--- config.mk ---
export PLATFORM = sky130hd
export DESIGN_NAME = edge_detect_bank
export DESIGN_NICKNAME = d
export VERILOG_FILES = /design/src/rtl/edge_detect_bank.sv
export SDC_FILE = /design/constraint.sdc
export NUM_CORES = 1
export LEC_CHECK = 0
export BUFFER_PORTS_ARGS = -buffer_cell sky130_fd_sc_hd__clkbuf_2
export CORE_MARGIN = 2
export CORE_UTILIZATION = 35
export DETAILED_ROUTE_END_ITERATION = 8
export PLACE_DENSITY_LB_ADDON = 0.05
export SYNTH_ARGS = -nofsm -noshare
export SYNTH_HDL_FRONTEND = slang
export SYNTH_SLANG_ARGS = --single-unit
export TNS_END_PERCENT = 100
--- constraint.sdc ---
create_clock -name clk -period 1.85 [get_ports clk]
set_input_delay 0.37 -clock clk [delete_from_list [all_inputs] [get_ports clk]]
set_output_delay 0.37 -clock clk [all_outputs]
set_load 0.05 [all_outputs]
--- src/rtl/edge_detect_bank.sv ---
// edge_detect_bank: per-channel synchronised, glitch-filtered edge detector with sticky flags and shared irq
module edge_detect_bank #(
  parameter int CH = 4,
  parameter int SYNC_STAGES = 2,
  parameter int FILT_W = 4
) (
  input  logic              clk,
  input  logic              rst_n,
  input  logic [CH-1:0]     signal_i,
  input  logic [2*CH-1:0]   edge_mode_i,
  input  logic [FILT_W-1:0] filt_len_i,
  input  logic [CH-1:0]     clr_i,
  output logic [CH-1:0]     level_o,
  output logic [CH-1:0]     edge_pulse_o,
  output logic [CH-1:0]     pending_o,
  output logic [CH-1:0]     overrun_o,
  output logic              irq_o
);
  for (genvar c = 0; c < CH; c++) begin : g_ch
    logic [SYNC_STAGES-1:0] sync;
    logic [FILT_W-1:0]      cnt;
    logic                   lvl, pls, pnd, ovr, s, upd, qual;
    assign s    = sync[SYNC_STAGES-1];
    assign upd  = (s != lvl) && (cnt >= filt_len_i);
    assign qual = upd && (s ? edge_mode_i[2*c] : edge_mode_i[2*c+1]);
    // synchronise, filter, then register the edge pulse and sticky flags (a new event beats a clear)
    always_ff @(posedge clk or negedge rst_n) begin
      if (!rst_n) begin
        sync <= '0;
        cnt  <= '0;
        lvl  <= 1'b0;
        pls  <= 1'b0;
        pnd  <= 1'b0;
        ovr  <= 1'b0;
      end else begin
        sync <= {sync[SYNC_STAGES-2:0], signal_i[c]};
        cnt  <= (s == lvl || upd) ? '0 : cnt + 1'b1;
        lvl  <= upd ? s : lvl;
        pls  <= qual;
        pnd  <= qual | (pnd & ~clr_i[c]);
        ovr  <= ((qual & pnd) | ovr) & ~clr_i[c];
      end
    end
    assign level_o[c]      = lvl;
    assign edge_pulse_o[c] = pls;
    assign pending_o[c]    = pnd;
    assign overrun_o[c]    = ovr;
  end
  assign irq_o = |pending_o;
endmodule

**After elaboration in Yosys (flattened, before gate mapping)**

Index checks and enable logic that the tools add are counted.
W data, S select, Z words.

- Bits in registers: 40
- Input port bits: 22
- Logic and storage cells: 85

- $add $sub $neg: 4
- Order comparisons: 4
- Eq/ne operators: 8
- Mux-type cells: 8
- Bitwise gates (word level): 24
- Reductions and logical operators: 13

Operators with widths:

| cell | number |
|---|---|
| $add A4 B1 Y4 const B | 4 |
| $ge A4 B4 Y1 | 4 |
| $mux W4 | 4 |
| $and A1 B1 Y1 | 12 |
| $logic_and A1 B1 Y1 | 8 |
| $or A1 B1 Y1 | 8 |
| $eq A1 B1 Y1 | 4 |
| $logic_or A1 B1 Y1 | 4 |
| $mux W1 | 4 |
| $ne A1 B1 Y1 | 4 |
| $not A1 Y1 | 4 |
| $reduce_or A4 Y1 | 1 |

**Logic depth before layout (Yosys ltp)**

Gate-level depths: netlist (run 1).

- Depth after elaboration: 6
- Mapped depth: 6
- Gate-level depth less buffers: 6

**Worst setup path before layout (run 1)**

Ideal clock, no wire load.

- Path type: register -> register
- Start point: reg g_ch[2].cnt[0]
- End point: reg g_ch[2].lvl
- Arrival: 1.550 ns
- Required time: 1.725 ns
- Slack: 0.175 ns
- Cell stages (with the launch flop): 7
- Clock period less this slack: 1.675 ns
- Path through: dfrtp_1 > inv_1 > ha_1 > nand2b_4 > a2111oi_4 > nor2_2 > mux2_4

- Word-level cells in the longest chain between the ends: 2

RTL lines:

| element | RTL line | text |
|---|---|---|
| start: declaration | 21 | `logic [FILT_W-1:0] cnt;` |
| start signal: assignment | 37 | `cnt <= (s == lvl \|\| upd) ? '0 : cnt + 1'b1;` |
| $ge A4 B4 Y1 | 24 | `assign upd = (s != lvl) && (cnt >= filt_len_i);` |
| $logic_and A1 B1 Y1 | 24 |  |
| end signal: assignment | 38 | `lvl <= upd ? s : lvl;` |
| end: declaration | 22 | `logic lvl, pls, pnd, ovr, s, upd, qual;` |

Every way passes these cells.
A chain may end at the register's enable or synchronous reset.

**Final worst setup path (run 1)**

- Start point: reg g_ch[2].pnd
- End point: out irq_o

- Word-level cells in the longest chain between the ends: 1

RTL lines:

| element | RTL line | text |
|---|---|---|
| start: declaration | 22 |  |
| start signal: assignment | 40 | `pnd <= qual \| (pnd & ~clr_i[c]);` |
| $reduce_or A4 Y1 | 49 | `assign irq_o = \|pending_o;` |
| end: declaration | 17 | `output logic irq_o` |

Every way passes these cells.

==> results.py, run 1 <==
metrics = {
    "run_status": {
        "status": "completed",
    },
    "sta": {
        "hold_viol": 0,
        "setup_ws_ps": 73.48,
        "slew_viol_final": 0,
        "tns_ps": 0,
        "max_clock_freq_mhz": 562.9,
        "fin_worst_skew_ps": 4.062,
        "rsz0062_at_grt": "no",
        "setup_viol": 0,
        "period_needed_ps": 1777,
        "fin_crit_sh_pct": 96.03,
        "relSlewSlack_pct": 71.72,
        "worst_pin_slew_ps": 419.8,
    },
    "setup_path": {
        "critPathMaxFanout": 3,
        "crit_buf_inv": 1,
        "startpoint_type": "flip-flop",
        "slowest_delay_ps": 550,
        "cp.arrival_ps": 1410,
        "path_delay_family": "simple AND/OR/NAND/NOR gates",
        "worstPathRequired_ps": 1480,
        "crit_chain": "or4_4 -> buf_8",
        "worstSetupPathType": "flip-flop to primary output",
        "end_kind": "primary output",
        "cp_slowest_cell": "or4_4",
    },
    "cts": {
        "cts_tree": "done",
        "insertion_delay_ps": 290,
        "clock_sinks": 40,
        "cts_max_path_buffers": 2,
        "clock-root-buffer": "clkbuf_8",
        "cts_buffers": 5,
        "clkSlewWorstSetupHoldPaths_ps": 80,
        "h-tree-depth": 2,
    },
    "power_and_ir_drop": {
        "internal_power_uw": 2109,
        "power_leakage_uw": 0.001292,
        "clkPwrFrac_pct": 23.4,
        "share_comb_of_total_power_pct": 40.2,
        "power_frac_seq_pct": 36.4,
        "worst_ir_drop_vdd_v": 0.0005560,
        "powerDensity_nw_per_um2": 1328,
        "p_sw_uw": 1197,
        "sw_frac_of_total_pct": 36.21,
    },
    "floorplanning": {
        "rows": 28,
        "initial_core_util_pct": 36.20,
        "ios": 39,
        "die_h_um": 82.03,
        "core_um2": 5886,
        "dieArea_um2": 6728,
        "die_w_um": 82.03,
    },
    "detailed_routing": {
        "detailedRoute.firstIterationViolations": 34,
        "totalWireLength_um": 3723,
        "drc": 0,
        "avgViaCountPerCell": 4.548,
        "dr.pass1.iters": 2,
        "vias": 1328,
        "final_antenna_net_count": 0,
        "wl_per_cell_um": 12.75,
    },
    "global_route": {
        "grt_antenna_before_repair": 0,
        "grt_max_degree": 18,
        "grt_overflow": 0,
        "grt_pass1_vias": 1465,
        "track_usage_pct": 12.77,
        "grt_pass1_wl_um": 6486,
    },
    "finish": {
        "area_delta_synth_final_pct": 16.85,
        "final_cell_mix": "40 x dfrtp_1, 37 x clkbuf_2, 20 x nor2_1, 20 x ha_1, 15 x inv_1",
        "drive_gt1_share_pct": 35.48,
        "antenna_cells": 0,
        "mostFrequentLayoutCell": "dfrtp_1",
        "final_nets": 258,
    },
    "synth": {
        "synthesis.area_um2": 2131,
        "synthCells": 180,
        "syn_avg_cell_area_um2": 11.84,
        "ys_warn_count": 0,
        "synth_largest_area_cell": "dfrtp_1",
        "synth_area_leaders": "dfrtp_1 47%, ha_1 12%, buf_4 5.6%, a2111oi_4 5.2%, nor2_1 3.5%",
        "syn_nets": 222,
        "synth_seq_cells": 40,
        "synth_cell_type_count": 21,
        "synth_top_cell_area_share_pct": 46.98,
        "seq_area_frac_synth_pct": 46.98,
    },
    "run": {
        "drv_cap": 0,
    },
    "placement": {
        "dp_slack_ps": -41.17,
        "hpwl_um": 2917,
        "gp_congestion": 0.7481,
        "port_buffers": 38,
    },
    "worst_hold_path": {
        "holdCritPathClass": "primary input to flip-flop",
    },
}
cell families after synthesis:
logic type	Yosys count	synth area share [%]
multiplexers	4	2.819
adder cells (fa/ha/maj)	20	11.74
AND/OR/NAND/NOR	49	13.27
XOR/XNOR	12	4.932
flip-flops	40	46.98
AO/OA/AOI/OAI	24	11.98
buffers and inverters	31	8.280
Yosys cell counts:
cell type and instances:
nand2_1 4, nor2_2 4, nor2_1 20, a32o_1 4, buf_4 16, o21ai_0 8
nor2b_1 4, o21a_1 4, xor2_1 8, a2111oi_4 4, nand2b_4 4, dfrtp_1 40
and2_2 4, nand3b_1 4, nand3_1 4, mux2_4 4, a21o_2 4, ha_1 20
or4_1 1, inv_1 15, xnor2_1 4
worst register-to-register path, cell delays in order, from the launching register on:
cell	delay [ps]
dfrtp_1	400
inv_1	60
ha_1	260
nand2b_4	150
a2111oi_4	370
nor2_2	110
mux2_4	300
metal layers:
| layer | GRT usage [%] | vias to the layer above | part of all wire, % |
|---|---|---|---|
| li1 | - | 656 | - |
| met1 | 15.91 | 642 | 44 |
| met2 | 21.22 | 24 | 50 |
| met3 | 3.846 | 6 | 4.6 |
| met4 | 4.000 | 0 | 1.3 |
| met5 | 0 | - | 0 |
worst paths after layout:
| check | from | to | slack [ps] | depth (start not counted) |
|---|---|---|---|---|
| worst max-delay path | g_ch[2].pnd$_DFF_PN0_ | irq_o | 70 | 2 |
| worst min register to register | g_ch[2].sync[0]$_DFF_PN0_ | g_ch[2].sync[1]$_DFF_PN0_ | 350 | 0 |
| worst max register to register | g_ch[3].cnt[0]$_DFF_PN0_ | g_ch[3].lvl$_DFFE_PN0P_ | 80 | 6 |
| max in group asynchronous | rst_n | g_ch[0].cnt[0]$_DFF_PN0_ | 770 | 3 |
| min in group asynchronous | rst_n | g_ch[2].pnd$_DFF_PN0_ | 540 | 2 |
| worst min-delay path | signal_i[1] | g_ch[1].sync[0]$_DFF_PN0_ | 180 | 1 |
registers in the layout, summed over array words and instances, names as in the netlist:
name,flops
g_ch.cnt,16
g_ch.lvl,4
g_ch.ovr,4
g_ch.pls,4
g_ch.pnd,4
g_ch.sync,8
metrics by stage:
step                utilization (%)  cells  hold slack (ps)  power [uW]  instance area, um2
floorplan                         -    180            74.41        2288                2131
global placement              39.24    279            316.8        2431                2310
detailed placement            39.24    279            320.1        2464                2310
CTS                           41.71    288            168.4        3286                2455
global route                  42.30    292            165.2        3546                2490
finish                        42.30    292            178.2        3306                2490
what timing repair did:
item                                    in CTS  in global routing
pin swaps                                    0                  2
setup buffers                                0                  4
endpoints found under the hold margin        1                  0
hold buffers                                 1                  0
endpoints found under the setup margin       1                 11
gates resized for setup                      2                  4
cell type report:
class,count,area (um2)
clock buffer,7,96.34
clock inverter,1,30.03
fill,585,3396
inverter,15,56.30
multi-input combinational,109,957.2
sequential,40,1001
tap,75,93.84
timing repair buffer,45,255.2
power groups by stage:
stage                     Clock, uW  Sequential [uW]  Combinational [uW]
after floorplan                   0             1180                1110
after global placement            0             1220                1210
after detailed placement          0             1220                1240
after CTS                       809             1210                1270
after global routing            846             1230                1470
final                           774             1200                1330
Power figures use the tool's default switching activity.
==> run 2: changes to the inputs <==
Settings changed: CAP_MARGIN from default to 20, CORE_MARGIN 2 to 10.
Clock period 1.85 ns to 1.6 ns, I/O delays scaled along.
==> results.py, run 2 (synthesis gave the netlist of run 1 again) <==
metrics = {
    "placement": {
        "gp_congestion": 0.7036,
        "place_area_um2": 2367,
        "port_buffers": 38,
        "hpwl_um": 3204,
    },
    "detailed_routing": {
        "avgViaCountPerCell": 4.540,
        "dr.pass1.iters": 4,
        "totalWireLength_um": 4082,
        "drc": 0,
        "vias": 1362,
        "wl_per_cell_um": 13.61,
        "detailedRoute.firstIterationViolations": 13,
        "final_antenna_net_count": 0,
    },
    "sta": {
        "setup_viol": 9,
        "worst_pin_slew_ps": 467.6,
        "max_clock_freq_mhz": 586.9,
        "rsz0062_at_grt": "yes",
        "period_needed_ps": 1704,
        "hold_viol": 0,
        "setup_ws_ps": -104.0,
        "relSlewSlack_pct": 68.83,
        "tns_ps": -436.5,
        "fin_crit_sh_pct": 106.5,
        "slew_viol_final": 0,
        "fin_worst_skew_ps": 5.077,
    },
    "finish": {
        "reg_top3": "g_ch.cnt x16, g_ch.sync x8",
        "fin_area_um2": 2556,
        "final_cell_mix": "40 x dfrtp_1, 37 x clkbuf_2, 20 x nor2_1, 20 x ha_1, 15 x inv_1",
        "drive_gt1_share_pct": 38.67,
        "final_nets": 266,
        "antenna_cells": 0,
        "mostFrequentLayoutCell": "dfrtp_1",
        "max_flop_register": "g_ch.cnt",
        "fillers": 585,
        "largest_reg_flops": 16,
        "area_delta_synth_final_pct": 19.96,
    },
    "cts": {
        "cts_buffers": 5,
        "clock_sinks": 40,
        "insertion_delay_ps": 290,
        "cts_tree": "done",
        "h-tree-depth": 2,
        "cts_max_path_buffers": 2,
        "clock-root-buffer": "clkbuf_8",
        "clkSlewWorstSetupHoldPaths_ps": 80,
    },
    "global_route": {
        "grt_antenna_before_repair": 0,
        "grt_overflow": 0,
        "grt_max_degree": 25,
        "grt_pass1_wl_um": 6900,
        "grt_pass1_vias": 1459,
        "track_usage_pct": 8.632,
    },
    "power_and_ir_drop": {
        "powerDensity_nw_per_um2": 1516,
        "worst_ir_drop_vdd_v": 0.0005558,
        "power_leakage_uw": 0.001338,
    },
    "run": {
        "drv_cap": 0,
    },
    "setup_path": {
        "worstPathRequired_ps": 1280,
        "crit_buf_inv": 1,
        "worstSetupPathType": "flip-flop to primary output",
        "end_kind": "primary output",
        "path_delay_family": "simple AND/OR/NAND/NOR gates",
        "slowest_delay_ps": 540,
        "startpoint_type": "flip-flop",
        "cp.arrival_ps": 1380,
        "cp_slowest_cell": "or4_4",
        "critPathMaxFanout": 2,
        "crit_chain": "or4_4 -> buf_8",
    },
    "floorplanning": {
        "dieArea_um2": 9609,
        "initial_core_util_pct": 35.99,
        "core_um2": 5921,
        "rows": 28,
        "die_h_um": 98.03,
        "ios": 39,
        "die_w_um": 98.03,
    },
    "run_status": {
        "status": "finished, violations left",
        "violations": "setup timing",
    },
    "worst_hold_path": {
        "holdCritPathClass": "primary input to flip-flop",
    },
}
## run 2: changes by cell type in the layout (fill, tap and decap cells not counted), sizes merged
cell,before,now
buf,7,15
clkbuf,44,43
clkinv,0,1
## run 2: area by class of cell
type / count / area [um2] / share of cell area [%]
Clock inverter: 2 / 35.03 / 1.371
Inverter: 15 / 56.30 / 2.203
Tap cell: 75 / 93.84 / 3.671
Timing Repair Buffer: 53 / 327.8 / 12.82
Sequential cell: 40 / 1001 / 39.16
Multi-Input combinational cell: 109 / 969.7 / 37.93
Clock buffer: 6 / 72.57 / 2.839
## run 2: per-stage QoR
stage | util (%) | cells | hold slack (ps) | setup WS [ps] | power, uW
3_3_place_gp | 39.98 | 285 | 293.0 | -183.9 | 2919
5_1_grt | 43.17 | 300 | 118.4 | -166.3 | 4132
6_report | 43.17 | 300 | 132.1 | -104.0 | 3874
3_5_place_dp | 39.98 | 285 | 297.1 | -217.1 | 2947
2_1_floorplan | - | 180 | 24.41 | -9.941 | 2649
4_1_cts | 42.50 | 297 | 118.5 | -133.5 | 3854
## run 2: power breakdown
group          switching (uW)  internal, uW
logic                     912           782
registers                 163          1200
clock network             356           463
total                    1430          2440
## run 2: metal layers
layer,vias to the layer above,global-route usage [%],part of all wire [%]
met3,5,2.889,5.3
met2,32,14.82,49
met4,0,3.020,1.3
li1,676,-,-
met1,649,9.731,45
met5,-,0,0
## run 2: path summary, 6_finish.rpt
check                      slack, ps                   endpoint                 startpoint  cells past startpoint
max                             -100                      irq_o      g_ch[2].pnd$_DFF_PN0_                      2
max reg2reg                      -90    g_ch[1].lvl$_DFFE_PN0P_   g_ch[1].cnt[0]$_DFF_PN0_                      6
min                              130  g_ch[3].sync[0]$_DFF_PN0_                signal_i[3]                      1
min in group asynchronous        510   g_ch[1].cnt[1]$_DFF_PN0_                      rst_n                      2
max in group asynchronous        610      g_ch[2].pls$_DFF_PN0_                      rst_n                      3
min reg2reg                      360  g_ch[2].sync[1]$_DFF_PN0_  g_ch[2].sync[0]$_DFF_PN0_                      0
## run 2: what timing repair did
action	CTS	global route
pin swaps	1	1
setup endpoints to repair	17	26
gates resized for setup	5	9
buffers inserted	3	3
hold buffers	1	0
hold endpoints to repair	16	0
## run 2: worst register-to-register path: cells and delay by family (launching register included)
kind | cells | cell delay [ps]
fa+ha+maj | 1 | 260
flops | 1 | 360
compound gates | 1 | 360
buf+inv | 1 | 50
simple gates | 2 | 260
mux | 1 | 310
